## config.mk

```make
export PLATFORM = sky130hd
export DESIGN_NAME = register_file_flush
export DESIGN_NICKNAME = d
export VERILOG_FILES = /design/src/rtl/register_file_flush.sv
export SDC_FILE = /design/constraint.sdc
export NUM_CORES = 1
export LEC_CHECK = 0
export CORE_AREA = 2 2 136 138
export DETAILED_ROUTE_END_ITERATION = 12
export DIE_AREA = 0 0 138 140
export SYNTH_ARGS = -nofsm -noshare
export SYNTH_HDL_FRONTEND = slang
export SYNTH_SLANG_ARGS = --single-unit
```

## constraint.sdc

```tcl
create_clock -name clk -period 2.85 [get_ports clk]
set_input_delay 0.855 -clock clk [delete_from_list [all_inputs] [get_ports clk]]
set_output_delay 0.855 -clock clk [all_outputs]
set_load 0.03 [all_outputs]
```

## src/rtl/register_file_flush.sv

```systemverilog
// ---------------------------------------------------------------------------
// register_file_flush
//   Two-read / one-write register file for the decode/writeback datapath:
//   configurable width/depth, optional hard-wired zero register at entry 0,
//   and a sequential flush engine that zeroes one entry per clock with a
//   busy / clr_done handshake. Writes arriving while a flush is running are
//   dropped and flagged on w_err.
//
//   Compile-time option:
//     REGFILE_BYPASS_EN  - when defined, a write in flight is forwarded
//                          combinationally to a read port whose address
//                          matches; when undefined, reads only ever return
//                          stored contents.
// ---------------------------------------------------------------------------
module register_file_flush #(
    parameter  int WIDTH    = 8,
    parameter  int DEPTH    = 16,
    parameter  int ZERO_REG = 1,
    localparam int AW       = $clog2(DEPTH)
) (
    input  logic             clk,
    input  logic             n_reset,
    input  logic             n_w,
    input  logic [AW-1:0]    rs,
    input  logic [AW-1:0]    rt,
    input  logic [AW-1:0]    rd,
    input  logic [WIDTH-1:0] data_in,
    input  logic             n_clr,
    output logic [WIDTH-1:0] rs_data_out,
    output logic [WIDTH-1:0] rt_data_out,
    output logic             busy,
    output logic             clr_done,
    output logic             w_err
);

    // IDLE = 0, CLEAR = 1, so busy is simply the state flop itself.
    typedef enum logic {
        ST_IDLE  = 1'b0,
        ST_CLEAR = 1'b1
    } state_t;

    state_t           r_state;
    state_t           w_state_next;
    logic [AW-1:0]    r_ptr;
    logic [AW-1:0]    w_ptr_next;
    logic             r_clr_done;
    logic             w_clr_done_next;
    logic             r_w_err;
    logic             w_w_err_next;

    logic             w_clearing;
    logic             w_flush_last;
    logic             w_wr_en;
    logic [DEPTH-1:0] w_clr_sel;
    logic [DEPTH-1:0] w_wr_sel;

    logic [WIDTH-1:0] r_mem [DEPTH];
    logic [WIDTH-1:0] w_rs_stored;
    logic [WIDTH-1:0] w_rt_stored;

    assign w_clearing   = (r_state == ST_CLEAR);
    assign w_flush_last = (r_ptr == AW'(DEPTH - 1));

    // A write commits only from IDLE; entry 0 is read-only when it is the
    // zero register, and that case is silently ignored rather than flagged.
    assign w_wr_en = !n_w && !w_clearing && !((ZERO_REG != 0) && (rd == '0));

    // ---------------------------------------------------------------------
    // Flush engine
    // ---------------------------------------------------------------------

    // State register: FSM state and flush pointer.
    always_ff @(posedge clk or negedge n_reset) begin
        if (!n_reset) begin
            r_state <= ST_IDLE;
            r_ptr   <= '0;
        end else begin
            r_state <= w_state_next;
            r_ptr   <= w_ptr_next;
        end
    end

    // Next-state logic: a request in IDLE starts a sweep from entry 0; the
    // sweep ignores further requests and ends after zeroing entry DEPTH-1.
    always_comb begin
        w_state_next = r_state;
        w_ptr_next   = r_ptr;
        case (r_state)
            ST_IDLE: begin
                if (!n_clr) begin
                    w_state_next = ST_CLEAR;
                    w_ptr_next   = '0;
                end
            end
            ST_CLEAR: begin
                w_ptr_next = r_ptr + 1'b1;
                if (w_flush_last) begin
                    w_state_next = ST_IDLE;
                end
            end
            default: begin
                w_state_next = ST_IDLE;
                w_ptr_next   = '0;
            end
        endcase
    end

    // Output logic: next values of the registered status pulses.
    always_comb begin
        w_clr_done_next = 1'b0;
        w_w_err_next    = 1'b0;
        case (r_state)
            ST_CLEAR: begin
                w_clr_done_next = w_flush_last;
                w_w_err_next    = !n_w;
            end
            default: begin
                w_clr_done_next = 1'b0;
                w_w_err_next    = 1'b0;
            end
        endcase
    end

    // Status flops: both pulses last exactly one cycle after their cause.
    always_ff @(posedge clk or negedge n_reset) begin
        if (!n_reset) begin
            r_clr_done <= 1'b0;
            r_w_err    <= 1'b0;
        end else begin
            r_clr_done <= w_clr_done_next;
            r_w_err    <= w_w_err_next;
        end
    end

    assign busy     = w_clearing;
    assign clr_done = r_clr_done;
    assign w_err    = r_w_err;

    // ---------------------------------------------------------------------
    // Storage
    // ---------------------------------------------------------------------

    // Per-entry one-hot selects for the flush sweep and for the write port.
    // Both cannot hit in the same cycle since writes are blocked in CLEAR.
    genvar gi;
    generate
        for (gi = 0; gi < DEPTH; gi++) begin : g_sel
            assign w_clr_sel[gi] = w_clearing && (r_ptr == AW'(gi));
            assign w_wr_sel[gi]  = w_wr_en && (rd == AW'(gi));
        end
    endgenerate

    // Entry array: cleared by reset, by the sweep, or loaded by a write.
    always_ff @(posedge clk or negedge n_reset) begin
        if (!n_reset) begin
            for (int i = 0; i < DEPTH; i++) begin
                r_mem[i] <= '0;
            end
        end else begin
            for (int i = 0; i < DEPTH; i++) begin
                if (w_clr_sel[i]) begin
                    r_mem[i] <= '0;
                end else if (w_wr_sel[i]) begin
                    r_mem[i] <= data_in;
                end
            end
        end
    end

    // ---------------------------------------------------------------------
    // Read ports
    // ---------------------------------------------------------------------

    // Stored-value read for both ports, with address 0 forced to zero when
    // it is the zero register.
    always_comb begin
        w_rs_stored = r_mem[rs];
        w_rt_stored = r_mem[rt];
        if ((ZERO_REG != 0) && (rs == '0)) begin
            w_rs_stored = '0;
        end
        if ((ZERO_REG != 0) && (rt == '0)) begin
            w_rt_stored = '0;
        end
    end

`ifdef REGFILE_BYPASS_EN
    logic w_rs_byp;
    logic w_rt_byp;

    // Forward a committing write to a matching read port in the same cycle.
    // w_wr_en already excludes busy and the zero register.
    assign w_rs_byp    = w_wr_en && (rs == rd);
    assign w_rt_byp    = w_wr_en && (rt == rd);
    assign rs_data_out = w_rs_byp ? data_in : w_rs_stored;
    assign rt_data_out = w_rt_byp ? data_in : w_rt_stored;
`else
    // No forwarding: new data appears on the ports after the write edge.
    assign rs_data_out = w_rs_stored;
    assign rt_data_out = w_rt_stored;
`endif

endmodule

```

==> results of run 1 <==
-- cell families after synthesis --
family,Yosys count
AO/OA/AOI/OAI,191
flip-flops,128
multiplexers,112
AND/OR/NAND/NOR,94
buffers and inverters,53
adder cells (fa/ha/maj),4
-- layer usage --
| metal | wire length [µm] | track usage [%] |
|---|---|---|
| met5 | 0 | 0 |
| met4 | 995 | 12.5 |
| met1 | 10300 | 34.3 |
| met3 | 2240 | 8.82 |
| met2 | 11800 | 40.4 |
-- state kept, by name, summed over array words and instances, names as in the netlist --
register	count
busy	1
clr_done	1
r_mem	121
r_ptr	4
w_err	1
-- cell type report --
class	count	share of cell area (%)
clock buffers	18	4.45
inverters	5	0.190
repair buffers	154	16.8
flip-flops and latches	128	32.4
clock inverters	14	1.19
well taps	229	2.90
multi-input cells	401	42.1
-- layout by cell type (no fill, tap or decap), drive strengths merged, types with 10 or more instances in the layout --
| master | synthesis | routed |
|---|---|---|
| mux2i | 69 | 69 |
| mux4 | 28 | 28 |
| a21oi | 26 | 26 |
| a22o | 96 | 96 |
| nand2 | 30 | 30 |
| a31oi | 10 | 10 |
| mux2 | 15 | 15 |
| nor2b | 10 | 10 |
| clkbuf | 22 | 18 |
| nor2 | 34 | 34 |
| buf | 26 | 135 |
| dfrtp | 128 | 128 |
| o21ai | 20 | 20 |
| clkdlybuf4s50 | 0 | 17 |
-- worst max path at each step --
stage                     startpoint             end  slack (ps)  cells past startpoint
after floorplan                rs[1]  rs_data_out[6]           1                      4
after global placement         rs[0]  rs_data_out[2]       -1060                      7
after detailed placement       rs[0]  rs_data_out[2]       -1070                      7
after CTS                      rt[1]  rt_data_out[6]        -240                      8
after global routing           rt[1]  rt_data_out[6]        -310                      8
final                          rt[1]  rt_data_out[6]        -280                      8
-- worst reg2reg max path, stage by stage (launching register included) --
cell and delay [ps]:
dfrtp_1 400, or4b_1 310, buf_4 180, nor2_4 30, a31oi_1 1000, a22o_1 290
-- stage by stage --
stage / utilization [%] / cells / setup slack [ps]
floorplan: - / 582 / 1.41
global placement: 47.1 / 897 / -1060
detailed placement: 47.1 / 897 / -1070
CTS: 55.2 / 949 / -237
global route: 55.5 / 949 / -309
finish: 55.5 / 949 / -283
-- what timing repair did --
| item | CTS | global route |
|---|---|---|
| hold buffers | 0 | 0 |
| pin swaps | 31 | 19 |
| gates resized for setup | 190 | 23 |
| buffers inserted | 22 | 5 |
| endpoints found under the setup margin | 16 | 16 |
| gates cloned | 3 | 0 |
-- where the power goes --
group	total (mW)	switching (mW)	internal (mW)
Clock	2.09	0.877	1.22
Sequential	2.42	0.323	2.09
Combinational	1.79	0.957	0.836
Total	6.30	2.16	4.15
==> impl_results.md, run 1 <==
* Vias in the first global route at 6221
* Critical R2R Capture: r_mem[32]
* Number of fillers in the final layout at 1468
* Clock Latency Late Sink at between 400 and 500 ps
* Antenna violations before repair at 0
* Rows at 49
* Avg Vias per Cell at 6.35
* Crit path buf inv count at 4
* Failing checks: setup timing
* Main combinational cell family by area after synthesis: multiplexers
* Core ar. at ~0.018 mm²
* Final Hold Fails at 0
* Crit-path leading delay family: multiplexers
* Fin worst setup slack at -283 ps
* Pre-antenna DRT Iters at 5
* Tot GR Track Use at 26.5%
* Die Height at between 100 and 150 µm
* DRT iter0 DRCs at between 500 and 600
* Yosys reg bits at 128
* Final setup skew at 7.49 ps
* Worst VDD drop at 0.431 mV
* Worst-path cell chain: buf_8 -> buf_12 -> buf_6 -> mux4_2 -> mux2_4 -> nand2_4 -> o31ai_4 -> buf_6
* XOR/XNOR Fraction of Synth Area at 0%
* Area Overhead vs Synth at 41.2%
* CTS tree: built
* Least-Margin Pin Slew at roughly 1400 ps
* RSZ-0062 raised after global routing: yes
* Top-count cell post-synth: dfrtp_1
* Tmin final at 3130 ps
* Hold WS at ~480 ps
* Num CTS Buffers at 17
* DRT Wirelength at about 25 mm
* Status: finished with violations
* Register area at 0.00320 mm²
* Leak at 4.41 nW
* Routed len/inst at 26.6 µm
* Starting Density at 39.3%
* Synth Area in Simple Gates at between 7 and 8%
* Cell taking the most area after synthesis: dfrtp_1
* Post-synthesis mux area share at between 20% and 30%
* Fin Setup TNS at -2040 ps
* Max-cap violations at 0
* Die X at between 100 and 150 µm
* Syn Area/Cell at 12.0 µm²
* Vias at 6028
* Remaining Overflow, GRT at 0
* Slew Limit Fails at 0
* CP arrival at between 2000 and 2500 ps
* Post-synth net total at 610
* Final Power at 6.30 mW
* Fmax at 319 MHz
* Synthesized instance count at 582
* R2r startpoint: busy
* Crit-path most repeated cell: buf_6
* CTS Sinks at 128
* Slowest stage delay, CP at roughly 500 ps
* Slowest-stage cell, CP: mux4_2
* Fraction of registers with async set/reset at between 90% and 100%
* DRC viols at 0
* R2R depth at 5
* CP Max Fanout at 7
* Power Density at between 600 and 700 mW/mm²
* Adder-Cell Fraction of Synth Area at less than 1%
* Routed Antenna Nets at 0
* Synth Area in Compound Gates at a little over a fifth
* First-pass GRT wire length at 38.4 mm
* H-tree level count at 4
* Worst setup SP type: input pin
* # setup viols final at 16
* Clock buffer depth at 2
* Req. time, crit path at ~2000 ps
* Synth top cells by count: dfrtp_1, a22o_1, mux2i_1
* Total Nets Final at 735
* I/O Pins at 43
* Relative slew slack at 5.61%
* R2R Setup Slk at 560 ps
* Critical path class: input pin to output port
* Count of cell types in the netlist at 40
* Synthesis Warnings at 0
* Port buffer count at 42
* Area post-placement at 0.00838 mm²
* Post-synth EDFFs at 0
* Multi-input logic area at between 0.004 and 0.005 mm²
* Synth top area cells: dfrtp_1, a22o_1, mux2i_1
* ANT cells at 0
* Clk root buf: clkbuf_16
* HPWL after detailed placement at roughly 16 mm
* Mapped Area at 0.00699 mm²
* Worst-path clk slew at 60 ps
* Design area at 0.00988 mm²
* GPL Wtd Cong at around 0.91
* Hold crit path type: input pin to asynchronous set/reset pin
* Largest net degree at the start of global routing at 46
* Crit share post-route at 110%
* Die Area at 0.0193 mm²
* Sequential share of the synthesized area at between 40% and 50%
* Post-synth top area share at around 46%
* Crit. End Element: output port
* Layout cell share with drive strength beyond 1 at roughly two fifths
* Top_reg_cell synth: dfrtp_1
(Power assumes the default switching activity.)
==> inputs of run 2 (changes only) <==
- GPL_ROUTABILITY_DRIVEN: unset -> 1
==> results of run 2 <==
Final layout, timing and power as in run 1 (identical DEF).
